### config.mk
export PLATFORM = sky130hd
export DESIGN_NAME = chess_clock_ctrl
export DESIGN_NICKNAME = d
export VERILOG_FILES = /design/src/rtl/chess_clock_pkg.sv /design/src/rtl/chess_tick_gen.sv /design/src/rtl/chess_clock_ctrl.sv
export SDC_FILE = /design/constraint.sdc
export NUM_CORES = 1
export LEC_CHECK = 0
export CAP_MARGIN = 20
export CORE_MARGIN = 5
export CORE_UTILIZATION = 55
export CTS_CLUSTER_SIZE = 16
export DETAILED_ROUTE_END_ITERATION = 7
export PLACE_DENSITY_LB_ADDON = 0.05
export SYNTH_ARGS = -nofsm -noshare
export SYNTH_HDL_FRONTEND = slang
export SYNTH_SLANG_ARGS = --single-unit
### constraint.sdc
create_clock -name clk -period 2.6 [get_ports clk]
set_input_delay 0.78 -clock clk [delete_from_list [all_inputs] [get_ports clk]]
set_output_delay 0.78 -clock clk [all_outputs]
set_load 0.005 [all_outputs]
### src/rtl/chess_clock_pkg.sv
//==============================================================================
// chess_clock_pkg - shared state encoding and limits for the chess clock (rev 1.0)
//==============================================================================
`default_nettype none

package chess_clock_pkg;

  typedef enum logic [2:0] {
    IDLE  = 3'd0,
    WRUN  = 3'd1,
    BRUN  = 3'd2,
    WFLAG = 3'd3,
    BFLAG = 3'd4,
    DONE  = 3'd5
  } clk_state_t;

  function automatic longint unsigned time_max(input int w);
    time_max = (64'd1 << w) - 64'd1;
  endfunction

endpackage

`default_nettype wire

### src/rtl/chess_tick_gen.sv
//==============================================================================
// chess_tick_gen - one-second prescaler, emits tick on its last count (rev 1.0)
//==============================================================================
`default_nettype none

module chess_tick_gen #(
  parameter int TICK_DIV = 50000000
) (
  input  logic clk,
  input  logic reset,
  input  logic enable,
  input  logic clear,
  output logic tick
);

  localparam int CNT_W = $clog2(TICK_DIV);
  localparam logic [CNT_W-1:0] LAST = CNT_W'(TICK_DIV - 1);

  logic [CNT_W-1:0] count;

  assign tick = enable && (count == LAST);

  always_ff @(posedge clk or negedge reset) begin
    if (!reset) begin
      count <= '0;
    end else if (clear || tick) begin
      count <= '0;
    end else if (enable) begin
      count <= count + 1'b1;
    end
  end

endmodule

`default_nettype wire

### src/rtl/chess_clock_ctrl.sv
//==============================================================================
// chess_clock_ctrl - per-player game clock and turn scheduler (rev 1.0)
// Optional: define CHESS_CLOCK_INCREMENT_EN to add INC_SEC per committed move.
//==============================================================================
`default_nettype none

module chess_clock_ctrl
  import chess_clock_pkg::*;
#(
  parameter int TICK_DIV = 50000000,
  parameter int TIME_W   = 12,
  parameter int INC_SEC  = 0
) (
  input  logic              clk,
  input  logic              reset,
  input  logic              start,
  input  logic [TIME_W-1:0] init_time,
  input  logic              pause,
  input  logic              white_done,
  input  logic              black_done,
  input  logic              game_over,
  output logic [TIME_W-1:0] white_time,
  output logic [TIME_W-1:0] black_time,
  output logic              white_turn,
  output logic              running,
  output logic              white_flag,
  output logic              black_flag
);

  clk_state_t        state, state_n;
  logic [TIME_W-1:0] white_n, black_n;
  logic              in_run, start_ok, tick, white_hit, black_hit, switch_ok;

`ifdef CHESS_CLOCK_INCREMENT_EN
  localparam logic [TIME_W-1:0] TMAX = TIME_W'(time_max(TIME_W));

  function automatic logic [TIME_W-1:0] add_inc(input logic [TIME_W-1:0] t);
    logic [TIME_W:0] sum;
    sum = {1'b0, t} + (TIME_W+1)'(INC_SEC);
    add_inc = (sum > {1'b0, TMAX}) ? TMAX : sum[TIME_W-1:0];
  endfunction
`endif

  assign in_run    = (state == WRUN) || (state == BRUN);
  assign running   = in_run && !pause;
  assign start_ok  = start && (init_time != '0) && !in_run;
  // A side reaching zero on this tick outranks its own done pulse.
  assign white_hit = tick && (state == WRUN) && (white_time == TIME_W'(1));
  assign black_hit = tick && (state == BRUN) && (black_time == TIME_W'(1));
  assign switch_ok = !game_over &&
                     (((state == WRUN) && white_done && !white_hit) ||
                      ((state == BRUN) && black_done && !black_hit));

  chess_tick_gen #(
    .TICK_DIV (TICK_DIV)
  ) u_tick (
    .clk    (clk),
    .reset  (reset),
    .enable (running),
    .clear  (start_ok || switch_ok),
    .tick   (tick)
  );

  always_comb begin
    state_n = state;
    white_n = white_time;
    black_n = black_time;
    case (state)
      IDLE, WFLAG, BFLAG, DONE: begin
        if (start_ok) begin
          state_n = WRUN;
          white_n = init_time;
          black_n = init_time;
        end
      end
      WRUN: begin
        if (tick && (white_time != '0)) white_n = white_time - 1'b1;
        if (game_over) begin
          state_n = DONE;
        end else if (white_hit) begin
          state_n = WFLAG;
        end else if (white_done) begin
          state_n = BRUN;
`ifdef CHESS_CLOCK_INCREMENT_EN
          white_n = add_inc(white_n);
`endif
        end
      end
      BRUN: begin
        if (tick && (black_time != '0)) black_n = black_time - 1'b1;
        if (game_over) begin
          state_n = DONE;
        end else if (black_hit) begin
          state_n = BFLAG;
        end else if (black_done) begin
          state_n = WRUN;
`ifdef CHESS_CLOCK_INCREMENT_EN
          black_n = add_inc(black_n);
`endif
        end
      end
      default: state_n = IDLE;
    endcase
  end

  always_ff @(posedge clk or negedge reset) begin
    if (!reset) begin
      state      <= IDLE;
      white_time <= '0;
      black_time <= '0;
      white_turn <= 1'b0;
      white_flag <= 1'b0;
      black_flag <= 1'b0;
    end else begin
      state      <= state_n;
      white_time <= white_n;
      black_time <= black_n;
      white_turn <= (state_n == WRUN);
      white_flag <= (state_n == WFLAG);
      black_flag <= (state_n == BFLAG);
    end
  end

endmodule

`default_nettype wire
## After elaboration in Yosys (flattened, before gate mapping)

Cells that the tools add are included.

- Register bits after elaboration: 56
- Bits of input ports: 19
- Output and inout bits: 28
- Word-level logic and storage cells: 73

- Add/sub/neg operators: 3
- Equal/unequal tests: 14
- Muxes and demuxes: 15
- Reduce and logical (&&, ||, !) cells: 34

Operators with widths:

| operator | number |
|---|---|
| 26-bit two-way mux | 2 |
| 12-bit case mux with 2 select lines | 2 |
| 12-bit two-way mux | 3 |
| 12-bit nonzero test | 3 |
| 26-bit by 1-bit adder with 26-bit output, second input constant | 1 |
| 26-bit == test, second input constant | 1 |
| 12-bit by 1-bit == test with 1-bit output, second input constant | 2 |
| 12-bit by 1-bit subtractor with 12-bit output, second input constant | 2 |
| 3-bit two-way mux | 7 |
| 1-bit logical AND | 15 |
| 3-bit by 2-bit == test with 1-bit output, second input constant | 3 |
| 3-bit == test, second input constant | 3 |
| 3-bit case mux with 3 select lines | 1 |
| 3-bit by 1-bit == test with 1-bit output, second input constant | 2 |
| 3-bit AND reduction | 2 |
| 2-bit nonzero test | 3 |
| 1-bit zero test | 5 |
| 1-bit logical OR | 4 |
| 2-bit by 1-bit != test with 1-bit output, second input constant | 2 |
| 4-bit OR reduction | 1 |
| 3-bit zero test | 1 |
| 2-bit != test, second input constant | 1 |

## Depth between registers and ports, before layout

- Depth in word-level cells: 13
- Gate-level depth with buffers: 8
- Depth with buffers taken out: 7

## Cells and area by module

Synthesis repeated with hierarchy kept, for this count alone.

- Cells, all modules: 382
- Area, all modules: 3465.8 um^2

Modules (own cells, without submodules):

| module | times used | cells each | area each (um^2) | sequential area each (um^2) |
|---|---|---|---|---|
| chess_clock_ctrl | 1 | 233 | 2049.5 | 750.7 |
| chess_tick_gen | 1 | 149 | 1416.4 | 650.6 |

## Worst setup path after synthesis

OpenSTA, ideal clock, no wires.

- Kind: input port to flip-flop
- Start: input init_time[7]
- End: register white_time[1]
- Setup time: 0.125 ns
- Data arrival time: 2.085 ns
- Required time: 2.475 ns
- Setup slack: 0.390 ns
- Cell stages on the path: 5
- Path buffers: 0
- Cell sequence: nor4_1 a31oi_1 and2_1 a21oi_1 mux2_2

- Cells in the longest elaborated chain, start to end: 5

RTL lines:

| element | RTL line | text |
|---|---|---|
| start: declaration | chess_clock_ctrl.sv:17 | `input logic [TIME_W-1:0] init_time,` |
| 12-bit nonzero test | chess_clock_ctrl.sv:46 | `assign start_ok = start && (init_time != '0) && !in_run;` |
| 1-bit logical AND (2 in a row) | chess_clock_ctrl.sv:46 |  |
| 2-bit != test (no source line) | n/a |  |
| 3-bit AND reduction (no source line) | n/a |  |
| end signal: assignment | chess_clock_ctrl.sv:116 | `white_time <= white_n;` |
| end: declaration | chess_clock_ctrl.sv:22 | `output logic [TIME_W-1:0] white_time,` |

Every way passes these cells.
A chain may end at the register's enable or synchronous reset.

## Worst setup path in the final report

- Start: input pause
- End: output running

- Cells in the longest elaborated chain, start to end: 2

RTL lines:

| element | RTL line | text |
|---|---|---|
| start: declaration | chess_clock_ctrl.sv:18 | `input logic pause,` |
| 1-bit zero test | chess_clock_ctrl.sv:45 | `assign running = in_run && !pause;` |
| 1-bit logical AND | chess_clock_ctrl.sv:45 |  |
| end: declaration | chess_clock_ctrl.sv:25 | `output logic running,` |

Every way passes these cells.

==> metrics.md <==
| Metric | Value |
|---|---|
| Worst-Margin Slew | 0.595 ns |
| Yosys cell types | 60 |
| FF+latch count, synth | 56 |
| Max H-tree Level | 2 |
| Initial antenna violation count | 0 |
| Total core area | 6390 µm² |
| Area Overhead vs Synth | 24.9% |
| Critical path class | in2out |
| Die area | 8290 µm² |
| Number of synthesized flops with an enable pin | 0 |
| CTS tree | yes |
| Dpl hpwl | 7.19 mm |
| Status | complete, no violations |
| Die W | 91.0 µm |
| Slowest stage delay, CP | 0.45 ns |
| Syn Std Cell Area | 3610 µm² |
| Final Non-Filler Cells | 557 |
| Clock Skew | 0.00829 ns |
| Max VDD drop | 0.000697 V |
| Slew headroom | 60.0% |
| Post-synthesis cell count | 404 |
| Antenna Nets Post-Route | 0 |
| Worst Reg-to-Reg Cells | 5 |
| Setup ws final | 0.109 ns |
| Hold bufs inserted after CTS | 0 |
| First-pass GRT wire length | 16.3 mm |
| N_diodes | 0 |
| Max Slew Vio Count | 0 |
| Die Y | 91.0 µm |
| WL final | 9.65 mm |
| Tot GR Track Use | 23.3% |
| Vias per Instance | 6.07 |
| DRT Pass-1 Iters | 5 |
| Post-CTS setup buffers | 0 |
| Final period util | 95.8% |
| CP Cell Sequence | clkdlybuf4s50_1, nor3_2, dlygate4sd2_1 |
| Placed Cells | 549 |
| Count of final setup violators | 0 |
| Initial DRC count | 154 |
| Crit path launch type | input pin |
| Slowest CP cell | clkdlybuf4s50_1 |
| Clock Latency Late Sink | 0.31 ns |
| Setup tns final | 0 ns |
| Worst Hold Class | in2async |
| Syn nets | 430 |
| Core Rows | 29 |
| Final Wtd Congestion | 0.859 |
| Total grt overflow | 0 |
| Bufs on Longest Clock Path | 2 |
| Port Buffers | 46 |
| Unrepaired setup endpoints after global routing | no |
| Inserted Clock Buffers | 5 |
| Largest net degree at the start of global routing | 27 |
| Crit. End Element | output pin |
| Max_cap viols | 0 |
| Most used DFF post-synth | dfrtp_1 |
| Initial Util | 56.6% |
| Post-synth top area share | 38.8% |
| Hold Fails Final Rpt | 0 |
| Wire per inst | 17.3 µm |
| Mean post-synth cell area | 8.94 µm² |
| Via count | 3381 |
| Setup WS pre-CTS | -0.229 ns |
| DR DRC count | 0 |
| PwrDens | 895 nW/µm² |
| Ys Warns | 0 |
| Final min period | 2.49 ns |
| Root Buffer | clkbuf_8 |
| Area leader, netlist | dfrtp_1 |
| Arrival @ worst endpoint | 1.71 ns |
| Fmax | 401 MHz |
| Synth top area cells | dfrtp_1 39%, xnor2_1 5.6%, nor2_1 5.1% |
| CP Data Required Time | 1.82 ns |
| I/O pins | 47 |
| Sequential share of the synthesized area | 38.8% |
| CP max FO | 3 |
| NumNets Final | 505 |
| Vias in the first global route | 3313 |
| Share of layout cells above drive strength 1 | 15.8% |
| Clk sinks | 56 |
| FFs w/ async S/R, synth | 100% |
| LEAKAGE | 1.79 nW |
| Clock transition at the registers of the reported paths | 0.10 ns |
## power by group
part | switching [mW] | total, mW | internal, mW
Combinational | 1.01 | 2.06 | 1.06
Sequential | 0.365 | 1.47 | 1.11
Clock | 0.290 | 0.503 | 0.214
Total | 1.66 | 4.04 | 2.38
## cell usage after synthesis, types with 3 or more instances
master	count
nor4b_1	3
nand4_1	6
nor4_2	4
xnor2_1	23
nand3_1	17
nor2b_1	4
and4_1	6
o221ai_1	18
and3_1	5
nor4_1	17
ha_1	7
o21ai_0	7
nor3_1	15
o211ai_1	4
clkbuf_1	14
a211oi_1	3
nor3b_1	3
and2_1	3
buf_6	5
a22oi_1	4
a21oi_1	21
dfrtp_1	56
o311ai_0	4
buf_2	4
nor2_1	49
nand2_1	44
inv_1	11
o21a_1	3
or3_1	3
xor2_1	3
## stage by stage
stage / utilization, % / hold slack [ns] / cell area (µm²) / total power [mW]
after floorplan: - / 0.484 / 3610 / 2.61
after global placement: 68.9 / 0.519 / 4400 / 3.47
after detailed placement: 68.9 / 0.532 / 4400 / 3.55
after CTS: 70.4 / 0.406 / 4490 / 4.05
after global routing: 70.7 / 0.422 / 4510 / 4.35
final: 70.7 / 0.393 / 4510 / 4.04
## cell families after synthesis
group                    share of synthesized area, %
AO/OA/AOI/OAI                                    16.5
multiplexers                                     1.18
adder cells (fa/ha/maj)                          2.42
XOR/XNOR                                         6.75
AND/OR/NAND/NOR                                  29.6
buffers and inverters                            4.71
flip-flops                                       38.8
## routing by layer
layer  global-route usage [%]  vias up  wire length, µm
li1                         -     1648                -
met1                     30.2     1624             4130
met2                     40.6       96             4930
met3                     3.47       13              424
met4                     5.87        0              166
met5                        0        -                0
## cell usage in the layout, fill, tap and decap left out, types with 5 or more instances in the layout
cell,count
nor4_2,7
clkdlybuf4s50_1,44
dfrtp_1,56
nand2_1,44
and4_1,6
nand3_1,17
nor4_1,14
o21ai_0,7
nor2_1,49
a21oi_1,21
clkbuf_8,6
nand4_1,6
o221ai_1,18
xnor2_1,23
inv_1,11
nor3_1,14
and3_1,5
ha_1,7
buf_4,43
## worst paths after layout
kind | slack, ns | startpoint | end
worst min register to register | 0.55 | u_tick.count[13] | u_tick.count[13]
worst max-delay path | 0.11 | pause | running
worst min-delay path | 0.39 | reset | white_time[6]
max in group asynchronous | 1.57 | reset | white_flag
min in group clk | 0.55 | u_tick.count[13] | u_tick.count[13]
worst max register to register | 0.51 | black_time[0] | black_time[11]
## state kept, by name (all words and copies together), names as in the netlist
name and flops:
u_tick.count 26, state 3, black_time 12, white_turn 1
black_flag 1, white_flag 1, white_time 12
## area by class of cell
class	instances	area, µm²
clock buffer	6	82.6
fill	508	1870
timing repair buffer	91	817
tap	77	96.3
clock inverter	2	10.0
multi-input combinational	314	2060
sequential	56	1400
inverter	11	41.3
## critical path, delay by kind of cell
kind                   cells  cell delay (ns)
and+or+nand+nor            1             0.22
buffers and inverters      2             0.71
## repair_timing
action | CTS | global route
resized for setup | 2 | 3
setup endpoints to repair | 1 | 12
pin swaps | 1 | 0
No activity file was read; power rests on OpenSTA's default activity.
==> RTL edit 1 (same settings) <==
Compare `count` against `LAST` with >= in place of ==.
--- a/src/rtl/chess_tick_gen.sv
+++ b/src/rtl/chess_tick_gen.sv
@@ -20,3 +20,3 @@
 
-  assign tick = enable && (count == LAST);
+  assign tick = enable && (count >= LAST);
 
Function: same outputs for any inputs over 10 cycles, from zero or initial values and one cycle with reset low; that may be too few to reach the edited logic, so the function may still have changed.
==> RTL edit 1 against the original RTL <==
Final area decreased by 2.3%; clock skew decreased by 0.0020 ns; utilization decreased by 0.83 points; via count decreased by 3.8%; maximum frequency decreased by 1.8%; sequential cell count unchanged; area after synthesis decreased by 1.9%; power decreased by 4.0%; hold slack improved by 0.15 ns; worst setup slack got worse by 0.045 ns; routed wire length decreased by 6.1%; largest power group unchanged.
==> RTL edit 1: results (changes against the original RTL) <==
slowest CP cell or4_4 (was clkdlybuf4s50_1); path depth of the worst reg2reg path 9 (was 5); placed cell area 0.00429 mm^2 (was 0.00440 mm^2); sequential area share after synthesis 39.6% (was 38.8%); most frequent cell after synthesis nor2_1 (was dfrtp_1); ranking of synthesized cells by area dfrtp_1 40%, nor2_1 7.9%, xor2_1 4.5% (was dfrtp_1 39%, xnor2_1 5.6%, nor2_1 5.1%); drt via density 5.96 (was 6.07); DRT Pass-1 Iters 4 (was 5); first-pass GRT wire length 15100 um (was 16300 um); largest net degree at the start of global routing 57 (was 27); top cells by instance count after synthesis 75 x nor2_1, 56 x dfrtp_1, 28 x a21oi_1 (was 56 x dfrtp_1, 49 x nor2_1, 44 x nand2_1); syn_area_per_cell 8.97 um^2 (was 8.94 um^2); syn_nets 419 (was 430); DRT iter0 DRCs 124 (was 154); H-tree depth 2 (unchanged); initial antenna violation count 0 (unchanged); share of layout cells above drive strength 1 15.8% (about the same); Final nets 492 (was 505); count of cell types in the netlist 64 (was 60); Arr. time, crit path 2.78 ns (was 1.71 ns); worst min path class flip-flop to flip-flop (was input port to asynchronous set/reset pin); CP delay by family, top simple AND/OR/NAND/NOR gates (was buffers and inverters); Cells after DPL 537 (was 549); Via Count 3252 (was 3381); fill count 496 (was 508); GRT Overall Usage 22.1% (was 23.3%); post-CTS setup buffers 0 (unchanged); CP max FO 14 (was 3); Skew-Pair Late Insertion Delay 0.31 ns (about the same); gpl congestion 0.846 (was 0.859); post-DP HPWL 6520 um (was 7190 um); leakage dissipation 1.83 nW (was 1.79 nW); commonest non-fill, non-tap cell in the layout nor2_1 (was dfrtp_1); vias in the first global route 3102 (was 3313); root buffer cell clkbuf_8 (unchanged); # diodes 0 (unchanged); status completed (unchanged); worst vdd ir 0.630 mV (was 0.697 mV); Slew headroom 51.9% (was 60.0%); final wirelength 9060 um (was 9650 um); dpl ws -0.325 ns (was -0.229 ns); Critical Path Max Stage Delay 0.57 ns (was 0.45 ns); skew final 0.00633 ns (was 0.00829 ns); Resize count post-CTS 1 (was 2); Bufs on Longest Clock Path 2 (unchanged)
==> RTL edit 1: metal layers <==
metal / vias up / share of wire (%) / global-route usage [%]
li1: 1591 / - / -
met5: - / 0 / 0
met1: 1562 / 50 / 33.9
met4: 0 / 0.67 / 4.71
met2: 93 / 44 / 32.2
met3: 6 / 5.8 / 4.17
==> RTL edit 1: cells by family after synthesis <==
| group | synth area share [%] |
|---|---|
| AND/OR/NAND/NOR | 28.0 |
| flip-flops | 39.6 |
| XOR/XNOR | 6.68 |
| adder cells (fa/ha/maj) | 1.77 |
| buffers and inverters | 4.66 |
| multiplexers | 0.848 |
| AO/OA/AOI/OAI | 18.5 |
==> RTL edit 1: per-stage QoR <==
stage / util, % / total power, mW
detailed placement: 68.0 / 3.36
floorplan: - / 2.51
global placement: 68.0 / 3.31
finish: 69.8 / 3.88
global route: 69.8 / 4.15
CTS: 69.5 / 3.87
==> RTL edit 1: worst paths after layout <==
kind                               start               to  slack [ns]
max                        init_time[11]    white_time[1]        0.06
min                        white_time[8]    white_time[8]        0.54
max reg2reg                black_time[1]    black_time[0]        0.18
min reg2reg                white_time[8]    white_time[8]        0.54
max in group asynchronous          reset    black_time[3]        1.52
min in group asynchronous          reset  u_tick.count[3]        0.59
==> RTL edit 1: report_power, final <==
part	internal (mW)	switching, mW	total (mW)
combinational	1.02	0.903	1.92
clock	0.192	0.301	0.493
sequential	1.10	0.363	1.47
==> RTL edit 1: final cells by class <==
class / instances / area, um^2 / share of cell area (%)
clock buffers: 5 / 68.8 / 1.56
inverters: 8 / 30.0 / 0.681
repair buffers: 84 / 792 / 18.0
clock inverters: 3 / 21.3 / 0.482
well taps: 77 / 96.3 / 2.19
multi-input cells: 313 / 2000 / 45.3
flip-flops and latches: 56 / 1400 / 31.8
==> RTL edit 2 (same flow settings) <==
Without the edit above. `TICK_DIV` is set to 50000000 in 2 places; all go to 25000000.
--- a/src/rtl/chess_tick_gen.sv
+++ b/src/rtl/chess_tick_gen.sv
@@ -6,3 +6,3 @@
 module chess_tick_gen #(
-  parameter int TICK_DIV = 50000000
+  parameter int TICK_DIV = 25000000
 ) (
--- a/src/rtl/chess_clock_ctrl.sv
+++ b/src/rtl/chess_clock_ctrl.sv
@@ -9,3 +9,3 @@
 #(
-  parameter int TICK_DIV = 50000000,
+  parameter int TICK_DIV = 25000000,
   parameter int TIME_W   = 12,
Function: no difference found for any inputs over 10 cycles, from zero or initial values and one cycle with reset low; that may be too few to reach the edited logic, so the function may still have changed.
==> RTL edit 2 against the original RTL <==
Area after synthesis is 5.1% lower; worst setup slack worse by 0.034 ns; clock skew is 0.0043 ns higher; clock power is 21% higher; largest power group unchanged; routed wire length is 6.1% lower; largest cell class unchanged; sequential cell count is 1 lower; critical endpoint is now black_time[0]; final area is 4.0% lower; power is 2.8% lower.
==> RTL edit 2: results (changes against the original RTL) <==
syn_nets 416 (was 430); path depth of the worst reg2reg path 6 (was 5); largest net degree at the start of global routing 37 (was 27); Critical Path Max Stage Delay 0.54 ns (was 0.45 ns); GRT Overall Usage 24.0% (was 23.3%); top layer in use met4 (unchanged); Resize count post-CTS 2 (unchanged); Avg WL per Cell 16.8 um (was 17.3 um); M1 WL 4190 um (was 4130 um); FF-to-FF setup slack 0.38 ns (was 0.51 ns); share of layout cells above drive strength 1 12.3% (was 15.8%); status completed (unchanged); ranking of synthesized cells by area dfrtp_1 40%, nor2_1 6.6%, xnor2_1 4.6% (was dfrtp_1 39%, xnor2_1 5.6%, nor2_1 5.1%); initial antenna violation count 0 (unchanged); vias in the first global route 3131 (was 3313); largest registers u_tick.count x25, black_time x12, white_time x12 (was u_tick.count x26, black_time x12, white_time x12); met2 layer wire length in the routed design 4130 um (was 4930 um); slowest CP cell or4b_4 (was clkdlybuf4s50_1); TritonCTS Buffers 5 (unchanged); Cells after DPL 530 (was 549); first-pass GRT wire length 15000 um (was 16300 um); reg-to-reg endpoint white_time[7] (was black_time[11]); fill count 467 (was 508); DRT iter0 DRCs 299 (was 154); CP max FO 12 (was 3); top cells by instance count after synthesis 60 x nor2_1, 55 x dfrtp_1, 22 x nor3_1 (was 56 x dfrtp_1, 49 x nor2_1, 44 x nand2_1); worst-margin pin slew 0.515 ns (was 0.595 ns); Hold WS 0.425 ns (was 0.393 ns); post-DP HPWL 6760 um (was 7190 um); count of cell types in the netlist 52 (was 60); skew final 0.0126 ns (was 0.00829 ns); CP delay by family, top simple AND/OR/NAND/NOR gates (was buffers and inverters); Synth Warn # 0 (unchanged); worst vdd ir 0.624 mV (was 0.697 mV); sequential area share after synthesis 40.1% (was 38.8%); Synth Instances 390 (was 404); Synth async-reset ratio 100% (unchanged); Via Count 3335 (was 3381); Sw Ratio 38.9% (was 41.1%); placed cell area 0.00420 mm^2 (was 0.00440 mm^2); Routed met3 length 620 um (was 424 um); I/O Buffers 46 (unchanged); Final nets 488 (was 505); final wirelength 9060 um (was 9650 um); leakage dissipation 1.79 nW (about the same); gpl congestion 0.866 (was 0.859); reg-to-reg startpoint u_tick.count[9] (was black_time[0])
RTL edit 2: layer usage:
layer	global-route usage (%)	vias up
met4	6.63	0
met2	36.3	147
met5	0	-
li1	-	1594
met1	36.3	1577
met3	3.32	17
RTL edit 2: area by class of cell:
class / count / area (um^2) / share of cell area (%)
Multi-Input combinational cell: 304 / 1920 / 44.4
Sequential cell: 55 / 1380 / 31.8
Timing Repair Buffer: 86 / 779 / 18.0
Tap cell: 75 / 93.8 / 2.17
Clock buffer: 6 / 82.6 / 1.91
Clock inverter: 2 / 38.8 / 0.896
Inverter: 10 / 37.5 / 0.867
RTL edit 2: power by group through the flow:
stage               clock (mW)  sequential, mW  combinational (mW)
finish                   0.610            1.41                1.91
global route             0.657            1.46                2.10
CTS                      0.624            1.40                1.91
detailed placement           0            1.42                1.91
global placement             0            1.42                1.87
floorplan                    0            1.35                1.08
RTL edit 2: how the worst max path moves through the flow:
stage                      from             to  slack (ns)
after floorplan           pause  black_time[3]        0.28
after global placement    pause  black_time[0]       -0.24
after detailed placement  pause  black_time[0]       -0.26
after CTS                 pause  black_time[0]        0.06
after global routing      pause  black_time[2]        0.01
final                     pause  black_time[0]        0.08
RTL edit 2: cells by family after synthesis:
kind of cell             synth area share, %
AND/OR/NAND/NOR                         29.1
adder cells (fa/ha/maj)                 2.55
XOR/XNOR                                6.86
multiplexers                           0.584
flip-flops                              40.1
buffers and inverters                   4.05
AO/OA/AOI/OAI                           16.7
RTL edit 2: per-stage QoR:
step / utilization [%] / setup slack [ns]
global route: 72.3 / 0.0122
CTS: 72.2 / 0.0639
floorplan: - / 0.283
global placement: 70.1 / -0.245
finish: 72.3 / 0.0751
detailed placement: 70.1 / -0.263
